`config.mk`:
```
export PLATFORM = sky130hd
export DESIGN_NAME = odo_round_key_sched
export DESIGN_NICKNAME = d
export VERILOG_FILES = /design/src/rtl/odo_round_key_sched.sv
export SDC_FILE = /design/constraint.sdc
export NUM_CORES = 1
export LEC_CHECK = 0
export CAP_MARGIN = 0
export CORE_MARGIN = 5
export CORE_UTILIZATION = 55
export CTS_CLUSTER_SIZE = 30
export DETAILED_ROUTE_END_ITERATION = 10
export PLACE_DENSITY = 0.86
export SYNTH_ARGS = -nofsm -noshare
export SYNTH_HDL_FRONTEND = slang
export SYNTH_SLANG_ARGS = --single-unit
```
`constraint.sdc`:
```
create_clock -name clk -period 2.4 [get_ports clk]
set_input_delay 0.48 -clock clk [delete_from_list [all_inputs] [get_ports clk]]
set_output_delay 0.48 -clock clk [all_outputs]
set_load 0.1 [all_outputs]
```
`src/rtl/odo_round_key_sched.sv`:
```
`default_nettype none
// +----------------------------------------------------------------------------+
// | odo_round_key_sched: walks rounds 0..NUM_ROUNDS-1, drives the round-key    |
// | ROM period, and streams keys in order through a 4-entry credit FIFO.       |
// | Optional feature macro: ODO_SCHED_ABORT_EN (adds the abort input).         |
// | Revision: 1.0                                                              |
// +----------------------------------------------------------------------------+
module odo_round_key_sched #(
  parameter int NUM_ROUNDS = 84,
  parameter int PERIODS    = 9,
  parameter int KEY_W      = 10
) (
  input  logic             clk,
  input  logic             reset,
  input  logic             start,
  output logic             busy,
  output logic             done,
  output logic [3:0]       rom_period,
  input  logic [KEY_W-1:0] rom_key,
  output logic             key_valid,
  input  logic             key_ready,
`ifdef ODO_SCHED_ABORT_EN
  input  logic             abort,
`endif
  output logic [KEY_W-1:0] key,
  output logic [6:0]       key_round,
  output logic             key_last
);

  typedef enum logic [1:0] {
    S_IDLE  = 2'd0,
    S_ISSUE = 2'd1,
    S_DRAIN = 2'd2,
    S_DONE  = 2'd3
  } state_t;

  localparam logic [3:0] c_period_max = 4'(PERIODS - 1);
  localparam logic [6:0] c_round_max  = 7'(NUM_ROUNDS - 1);
  localparam int         c_ent_w      = KEY_W + 8;

  state_t             r_state;
  logic               r_busy;
  logic               r_done;
  logic [3:0]         r_rom_period;
  logic [3:0]         r_pcnt;
  logic [6:0]         r_rcnt;
  logic               r_s1_v;
  logic [6:0]         r_s1_round;
  logic               r_s1_last;
  logic               r_s2_v;
  logic [6:0]         r_s2_round;
  logic               r_s2_last;
  logic [c_ent_w-1:0] r_mem [4];
  logic [1:0]         r_wp;
  logic [1:0]         r_rp;
  logic [2:0]         r_cnt;

  logic               w_abort_req;
  logic               w_abort;
  logic               w_start;
  logic [2:0]         w_occ;
  logic               w_issue;
  logic               w_push;
  logic               w_pop;
  logic [c_ent_w-1:0] w_head;

`ifdef ODO_SCHED_ABORT_EN
  assign w_abort_req = abort;
`else
  assign w_abort_req = 1'b0;
`endif

  // Abort only acts while busy, but in IDLE it still masks a coincident start.
  assign w_abort = w_abort_req && (r_state != S_IDLE);
  assign w_start = start && !w_abort_req && (r_state == S_IDLE);
  assign w_occ   = r_cnt + {2'b00, r_s1_v} + {2'b00, r_s2_v};
  assign w_issue = w_start || ((r_state == S_ISSUE) && (w_occ < 3'd4));
  assign w_push  = r_s2_v;
  assign w_pop   = key_valid && key_ready;
  assign w_head  = r_mem[r_rp];

  assign busy       = r_busy;
  assign done       = r_done;
  assign rom_period = r_rom_period;
  assign key_valid  = (r_cnt != 3'd0);
  assign key        = key_valid ? w_head[c_ent_w-1:8] : '0;
  assign key_round  = key_valid ? w_head[7:1] : 7'd0;
  assign key_last   = key_valid && w_head[0];

  always_ff @(posedge clk) begin
    if (w_push) begin
      r_mem[r_wp] <= {rom_key, r_s2_round, r_s2_last};
    end
  end

  always_ff @(posedge clk) begin
    if (reset) begin
      r_state      <= S_IDLE;
      r_busy       <= 1'b0;
      r_done       <= 1'b0;
      r_rom_period <= 4'd0;
      r_pcnt       <= 4'd0;
      r_rcnt       <= 7'd0;
      r_s1_v       <= 1'b0;
      r_s1_round   <= 7'd0;
      r_s1_last    <= 1'b0;
      r_s2_v       <= 1'b0;
      r_s2_round   <= 7'd0;
      r_s2_last    <= 1'b0;
      r_wp         <= 2'd0;
      r_rp         <= 2'd0;
      r_cnt        <= 3'd0;
    end else if (w_abort) begin
      r_state <= S_IDLE;
      r_busy  <= 1'b0;
      r_done  <= 1'b0;
      r_pcnt  <= 4'd0;
      r_rcnt  <= 7'd0;
      r_s1_v  <= 1'b0;
      r_s2_v  <= 1'b0;
      r_wp    <= 2'd0;
      r_rp    <= 2'd0;
      r_cnt   <= 3'd0;
    end else begin
      // Tag follows the key through the period register and the ROM register.
      r_s2_v     <= r_s1_v;
      r_s2_round <= r_s1_round;
      r_s2_last  <= r_s1_last;
      r_s1_v     <= w_issue;
      if (w_issue) begin
        r_rom_period <= r_pcnt;
        r_s1_round   <= r_rcnt;
        r_s1_last    <= (r_rcnt == c_round_max);
        r_pcnt       <= (r_pcnt == c_period_max) ? 4'd0 : r_pcnt + 4'd1;
        r_rcnt       <= r_rcnt + 7'd1;
      end
      if (w_push) begin
        r_wp <= r_wp + 2'd1;
      end
      if (w_pop) begin
        r_rp <= r_rp + 2'd1;
      end
      r_cnt <= r_cnt + {2'b00, w_push} - {2'b00, w_pop};

      case (r_state)
        S_IDLE, S_ISSUE: begin
          if (w_issue) begin
            r_busy  <= 1'b1;
            r_state <= (r_rcnt == c_round_max) ? S_DRAIN : S_ISSUE;
          end
        end
        S_DRAIN: begin
          if (w_pop && w_head[0]) begin
            r_state <= S_DONE;
            r_done  <= 1'b1;
          end
        end
        S_DONE: begin
          r_state <= S_IDLE;
          r_done  <= 1'b0;
          r_busy  <= 1'b0;
          r_pcnt  <= 4'd0;
          r_rcnt  <= 7'd0;
        end
        default: r_state <= S_IDLE;
      endcase
    end
  end

endmodule
`default_nettype wire

```
# Yosys cells after proc, flatten, opt, wreduce, memory -nomap -nowiden
# Memories as Yosys holds them, arrays and structs flattened. A register that Yosys moved wholly into a read port is not among the register bits.
# Cells that the tools add are included.
# op_classes
n_addsub	8
n_lt_le_gt_ge	1
eq_ne	7
n_mux	15
reduce_logical	15
# ops
op	n
$mux W10	1
$mux W2	5
$add A3 B1 Y3	3
$add A7 B1 Y7 const B	1
$eq A7 B7 Y1 const B	1
$mux W7	1
$pmux W2 S3	1
$reduce_and A2 Y1	3
$logic_and A1 B1 Y1	5
$add A2 B1 Y2 const B	2
$add A4 B1 Y4 const B	1
$eq A2 B2 Y1 const B	2
$eq A4 B4 Y1 const B	1
$mux W1	4
$mux W4	1
$ne A2 B2 Y1 const B	2
$pmux W1 S2	2
$reduce_bool A2 Y1	2
$reduce_or A2 Y1	2
$lt A3 B3 Y1 const B	1
$reduce_bool A3 Y1	1
$sub A3 B1 Y3	1
$eq A2 B1 Y1 const B	1
$logic_not A2 Y1	1
$logic_or A1 B1 Y1	1
# word_totals
register_bits	44
ram_bits	72
input_bits	14
out_inout_bits	25
wordCells	62
memories	1
# memory_table
name	words	word_bits	rd	rd_clocked_by_memory_dff	wr	line_no	source
r_mem	4	18	1	1	1	53	logic [c_ent_w-1:0] r_mem [4];

# Depth between registers and ports, before layout
# Gate-level depths: netlist (run 1).
# depth
depth_word	7
ltp_mapped	9
depth_no_buf	9

# Worst setup path before layout (run 1)
# Ideal clock, no wire load.
# synth_timing
kind	register to output
startpoint	register r_cnt[2]
endpoint	output key[6]
t_arrival_ns	2.387
required_time_ns	1.920
slack_ns	-0.467
path_stages_with_launch	4
path_buffers	1
cell_sequence	dfxtp_1 > or3_1 > clkbuf_1 > and2_1
# synth_via
elab_chain_cells	2
# synth_lines
element	line_no	source
from (decl)	56	logic [2:0] r_cnt;
from (signal assigned)	143	r_cnt <= r_cnt + {2'b00, w_push} - {2'b00, w_pop};
$reduce_bool A3 Y1	85	assign key_valid = (r_cnt != 3'd0);
named net key_valid	20	output logic key_valid,
$mux W10	86	assign key = key_valid ? w_head[c_ent_w-1:8] : '0;
to (decl)	25	output logic [KEY_W-1:0] key,
# The timed path passes the listed nets, and every way through them passes these cells.

==> impl_results.md, run 1 <==
- Status: finished, violations left
- Violated checks: negative setup slack
- H-tree Lvls: 4
- Max VDD drop: 0.666 mV
- Share of cells above drive strength 1: 0.309
- Die X: 102 um
- Final total power: 8.73 mW
- First-pass GRT wire length: 13900 um
- Final Net Count: 391
- Syn nets: 332
- WL final: 8670 um
- Startpoint types: flop
- CP Capture Type: output pin
- Worst slew margin: 0.729
- Hold Path Class: reg2reg
- Hold WS: 0.460 ns
- Io pins: 39
- Via count: 2641
- Cell area after placement: 5340 um2
- Fin. max-slew vios: 0
- Clk_lat worst skew: 0.51 ns
- Fin Clk Skew: 0.00321 ns
- CTS Sinks: 118
- Seq/Total Area, Yosys: 0.663
- FF+latch count, synth: 118
- Worst Path Arrival: 1.94 ns
- DRT iter0 DRCs: 115
- Final setup viols: 3
- Final Cell Area: 6030 um2
- Fmax: 413 MHz
- Largest net degree at the start of global routing: 34
- WL/cell: 17.9 um
- DRT antenna net count: 0
- Final TNS setup: -0.0436 ns
- Die H: 102 um
- Synthesized instance count: 307
- Met1 Routed Length: 3560 um
- Min Tclk post-route: 2.42 ns
- Largest buffer count on any clock path: 2
- Initial antenna violation count: 0
- Met2 wire length: 4530 um
- Area of the mapped netlist: 4650 um2
- Inserted Diodes: 0
- Final cell count without fillers: 484
- Drt pass-1 iters: 4
- Crit Path Class: reg2out
- Final Hold Vio Count: 0
- Final setup margin: -0.0213 ns
- Cells after DPL: 449
- Rows: 33
- Final Wtd Congestion: 0.734
- Mean post-synth cell area: 15.1 um2
- DRC: 0
- Leak: 2.24 nW
- Vias per cell: 5.46
- Vias in the first global route: 2744
- Starting Density: 0.566
- Core Area: 8220 um2
- Ys Warns: 0
- TritonCTS clock tree: done
- Clock transition at the registers of the reported paths: 0.06 ns
- GR Overflow Total: 0
- Worst slew pin tran: 0.406 ns
- IO Port Bufs: 38
- Synth unique cells: 42
- Gr usage total: 0.183
- Power Density: 1450 nW/um2
- Crit-path max FO: 5
- Root Driver: clkbuf_8
- RSZ-0062 raised after global routing: yes
- DIE AREA: 10400 um2
- Final period utilization: 1.01
- Post-DP HPWL: 5070 um
- Max Cap Viol: 0
- Num CTS Buffers: 17
- WP data required: 1.92 ns
- WL met3: 494 um
- DR top layer: met4
- Syn-to-layout area delta: 29.7%
## state kept, by name, summed over array words and instances, names as in the netlist, named ones only
name,cells
busy,1
r_s1_v,1
r_cnt,3
rom_period,4
r_state,2
r_rcnt,7
r_s2_v,1
r_s1_last,1
r_s2_last,1
r_mem,72
done,1
r_wp,2
r_s2_round,7
r_rp,2
r_pcnt,4
r_s1_round,7
## placed cells by master, fill, tap and decap left out, types with 2 or more instances in the layout
master           netlist  routed
a21o_1                 2       2
a21oi_1               12      12
a31oi_1                2       2
and2_1                23       5
and2_4                 0      18
and3_1                 2       2
buf_12                 1      20
buf_4                  1      19
bufinv_16              0       2
clkbuf_16              0      16
clkdlybuf4s50_1        0      13
clkinv_2               0       4
clkinv_4               0       3
clkinvlp_4             0       3
dfxtp_1               46      45
edfxtp_1              72      72
ha_1                  10      10
inv_1                 10      10
inv_6                  0       3
mux2i_1               15      15
mux4_2                18      18
nand2_1                2       2
nand3_1                6       6
nor2_1                31      31
nor2b_1               11      11
nor3b_1                2       2
xnor2_1               11      10
## area by class of cell
type | count | area, um2
fill | 469 | 2180
clock inverter | 15 | 155
sequential | 118 | 3090
timing repair buffer | 54 | 716
tap | 105 | 131
clock buffer | 17 | 414
inverter | 10 | 37.5
multi-input combinational | 165 | 1490
## power breakdown
part / internal (mW) / total, mW / switching [mW]
sequential: 2.34 / 2.48 / 0.146
combinational: 1.56 / 3.87 / 2.31
clock: 1.48 / 2.38 / 0.903
total: 5.37 / 8.73 / 3.36
## worst max-delay path: stages (launching register included)
cell	delay, ns
dfxtp_4	0.40
buf_8	0.15
mux4_2	0.53
and2_4	0.19
buf_12	0.16
## logic make-up (layout without fill, tap and decap cells)
kind of cell	after synthesis	in the layout	share of synthesized area
buffers and inverters	24	96	0.0274
muxes	34	34	0.124
and+or+nand+nor	86	86	0.101
xor gates and xnor gates	12	12	0.0226
adders and majority gates	11	11	0.0312
DFF	118	118	0.663
AOI/OAI and AO/OA	22	22	0.0301
## synth_stat cells
cell,instances,share of area
nor2_1,31,0.025
xor2_1,1,0.0019
a21o_1,2,0.0032
xnor2_1,11,0.021
and2_1,23,0.031
buf_1,1,0.00081
or3_1,1,0.0013
a31oi_1,2,0.0027
o21ai_0,1,0.0011
a311oi_1,1,0.0019
nand3_1,6,0.0065
nand2b_1,1,0.0013
buf_4,1,0.0016
mux4_2,18,0.087
buf_12,1,0.0043
nand3b_1,1,0.0016
mux2i_4,1,0.0048
a211oi_2,1,0.0027
or3b_2,1,0.0019
nand2_4,1,0.0024
and3_1,2,0.0027
a41o_1,1,0.0022
nor2b_1,11,0.015
or4bb_1,1,0.0024
and4b_1,1,0.0022
fa_1,1,0.0043
inv_1,10,0.0081
a21oi_1,12,0.013
a21oi_2,1,0.0019
nand2_1,2,0.0016
dfxtp_1,46,0.20
clkbuf_1,7,0.0057
nor4b_1,1,0.0019
nor3b_1,2,0.0032
edfxtp_1,72,0.47
mux2i_1,15,0.032
clkbuf_2,1,0.0011
a21boi_1,1,0.0016
nand2_2,1,0.0013
buf_2,1,0.0011
ha_1,10,0.027
buf_6,2,0.0048
## what timing repair did
item                                    4_1_cts  5_1_grt
cloned                                        1        0
setup buffers                                 1        1
hold buffers                                  0        0
endpoints found under the setup margin       18       19
resized for setup                            25        2
## through the flow
step / util / worst slack, ns
floorplan: - / 0.0338
global placement: 0.650 / -0.00129
detailed placement: 0.650 / -0.0591
CTS: 0.732 / -0.0503
global route: 0.734 / -0.0908
finish: 0.734 / -0.0213
## worst paths after layout
| path | startpoint | endpoint | slack, ns | depth (start not counted) |
|---|---|---|---|---|
| worst max-delay path | flop | key[2] | -0.02 | 4 |
| worst min-delay path | r_s1_round[0]$_SDFFE_PP0P_ | r_s2_round[0]$_SDFF_PP0_ | 0.46 | 1 |
| worst max register to register | r_cnt[0]$_SDFF_PP0_ | r_cnt[2]$_SDFF_PP0_ | 0.14 | 9 |
| worst min register to register | r_s1_round[0]$_SDFFE_PP0P_ | r_s2_round[0]$_SDFF_PP0_ | 0.46 | 1 |
## per-layer routing
metal / vias to the layer above / GRT usage
met2: 79 / 0.320
met5: - / 0
met4: 0 / 0.0706
met3: 13 / 0.0662
li1: 1228 / -
met1: 1321 / 0.206
(Power assumes the default switching activity.)
==> inputs of run 2 (changes only) <==
Settings changed: CORE_MARGIN 5 to 2.
==> run 2 against run 1 <==
  * The flow still finishes with violations (negative setup slack)
  * Non-clock buffer count is the same
  * Largest cell class unchanged
  * Via count grew 1.2%
  * Count of clock-buffer cells in the layout grew 1
  * Clock power is essentially flat
  * Critical path depth is the same
  * Setup slack gained 0.0016 ns
  * Worst hold slack lost 0.0014 ns
  * Critical path type unchanged
  * Core utilization shrank 0.17 points
==> impl_results.md, run 2 (synthesis gave the netlist of run 1 again) <==
- Die X: 95.9 um
- RSZ-0062 raised after global routing: yes
- DRT antenna net count: 0
- Most frequent CP cell: buf_12
- Final Net Count: 391
- DRC: 0
- Most frequent cells in the layout: edfxtp_1, dfxtp_1, nor2_1
- Gr usage total: 0.224
- Share of cells above drive strength 1: 0.314
- Largest net degree at the start of global routing: 28
- Final period utilization: 1.01
- CTS Sinks: 118
- WL/cell: 19.6 um
- Inserted Diodes: 0
- Final setup margin: -0.0197 ns
- Vias in the first global route: 2719
- Post-DP HPWL: 4920 um
- Power Density: 1460 nW/um2
- GR peak layer: met2
- Crit-path max FO: 9
- IO Port Bufs: 38
- Drt pass-1 iters: 4
- GR Overflow Total: 0
- Critical-path top delay cell: mux4_2
- WP data required: 1.92 ns
- Worst Path Arrival: 1.94 ns
- Reg power frac: 0.283
- Largest reg by FF count: r_mem
- Combinational power share: 0.445
- Worst slew pin tran: 0.425 ns
- Hold Path Class: reg2reg
- Via count: 2672
- Startpoint types: flop
- Violated checks: negative setup slack
- Crit-path cells: buf_12 > mux4_2 > and2_4 > buf_12
- M3 GR Usage: 0.0830
- Final total power: 8.78 mW
- Vias per cell: 5.52
- P_int: 5.32 mW
- Worst slew margin: 0.716
- Largest buffer count on any clock path: 2
- Fmax: 413 MHz
- GR Layer Usage met2: 0.388
- DIE AREA: 9210 um2
- Leak: 2.23 nW
- Final Util: 0.732
- Rows: 33
- Io pins: 39
- Root Driver: clkbuf_8
- Clock transition at the registers of the reported paths: 0.06 ns
- Initial antenna violation count: 0
- Max Cap Viol: 0
- CP Capture Type: output pin
- H-tree Lvls: 4
- Final setup viols: 1
- Min Tclk post-route: 2.42 ns
- CTS Hold Buffers Added: 0
- Final TNS setup: -0.0197 ns
- Fin Clk Skew: 0.00944 ns
- Fill count: 475
- DRT iter0 DRCs: 129
- Final Hold Vio Count: 0
- Fin. max-slew vios: 0
- Final Wtd Congestion: 0.791
- Crit Path Class: reg2out
- Status: finished, violations left
- Max incr delay on CP: 0.54 ns
- Die H: 95.9 um
- Commonest non-fill, non-tap cell in the layout: edfxtp_1
- Max VDD drop: 0.668 mV
- Buf+Inv Stages, Crit Path: 2
- Met1 Use GR: 0.252
- P_sw: 3.47 mW
- Max reg flops: 72
- Syn-to-layout area delta: 29.4%
- Clock power share: 0.272
- WL final: 9510 um
- Sw Ratio: 0.395
- Core Area: 8220 um2
- Starting Density: 0.566
- Place WS: -0.149 ns
- Delay-heaviest family, CP: multiplexers
- TritonCTS clock tree: done
- Hold WS: 0.459 ns
- Clk_lat worst skew: 0.52 ns
- Num CTS Buffers: 17
- First-pass GRT wire length: 14600 um
## run 2: cell types whose count changed in the layout (fill, tap and decap cells not counted)
cell       delta
clkinv_2      -4
clkbuf_8      +1
buf_16        -1
fa_2          +1
fa_1          -1
inv_6         +4
bufinv_16     -1
or3_1         -1
buf_4         +1
or3_4         +1
## run 2: power by group through the flow
| stage | Sequential [mW] | Combinational [mW] | Clock [mW] |
|---|---|---|---|
| floorplan | 2.58 | 2.38 | 0 |
| global placement | 2.50 | 3.54 | 0 |
| detailed placement | 2.51 | 3.60 | 0 |
| CTS | 2.48 | 3.80 | 2.39 |
| global route | 2.51 | 4.07 | 2.50 |
| finish | 2.49 | 3.91 | 2.39 |
## run 2: what timing repair did
| action | 4_1_cts | 5_1_grt |
|---|---|---|
| setup endpoints to repair | 19 | 18 |
| pin swaps | 1 | 0 |
| resized for setup | 15 | 10 |
| buffers inserted | 2 | 1 |
## run 2: final timing paths
kind,from,to,slack [ns],cells past startpoint
min reg2reg,r_s1_last$_SDFFE_PP0P_,r_s1_last$_SDFFE_PP0P_,0.46,2
max,flop,key_last,-0.02,4
max reg2reg,r_cnt[1]$_SDFF_PP0_,r_cnt[2]$_SDFF_PP0_,0,9
min,r_s1_last$_SDFFE_PP0P_,r_s1_last$_SDFFE_PP0P_,0.46,2
## run 2: layer usage
layer	wire length [um]	share of wire
met5	0	0
met4	223	0.023
met3	538	0.057
met2	5110	0.54
met1	3630	0.38
## run 2: area by class of cell
cell class	instances	area (um2)	share of cell area
clock inverter	14	140	0.0233
inverter	10	37.5	0.00624
clock buffer	18	428	0.0711
timing repair buffer	54	696	0.116
tap	105	131	0.0218
sequential	118	3090	0.513
multi-input combinational	165	1500	0.249
## run 2: tightest hold or removal path, delay by kind of cell (launching register included)
kind | cells | cell delay [ns]
AND/OR/NAND/NOR | 1 | 0.06
flip-flops | 1 | 0.30
AO/OA/AOI/OAI | 1 | 0.05
## run 2: metrics by stage
stage                     cells  cell area [um2]
after floorplan             307             4650
after global placement      449             5360
after detailed placement    449             5360
after CTS                   483             5980
after global routing        484             6020
final                       484             6020
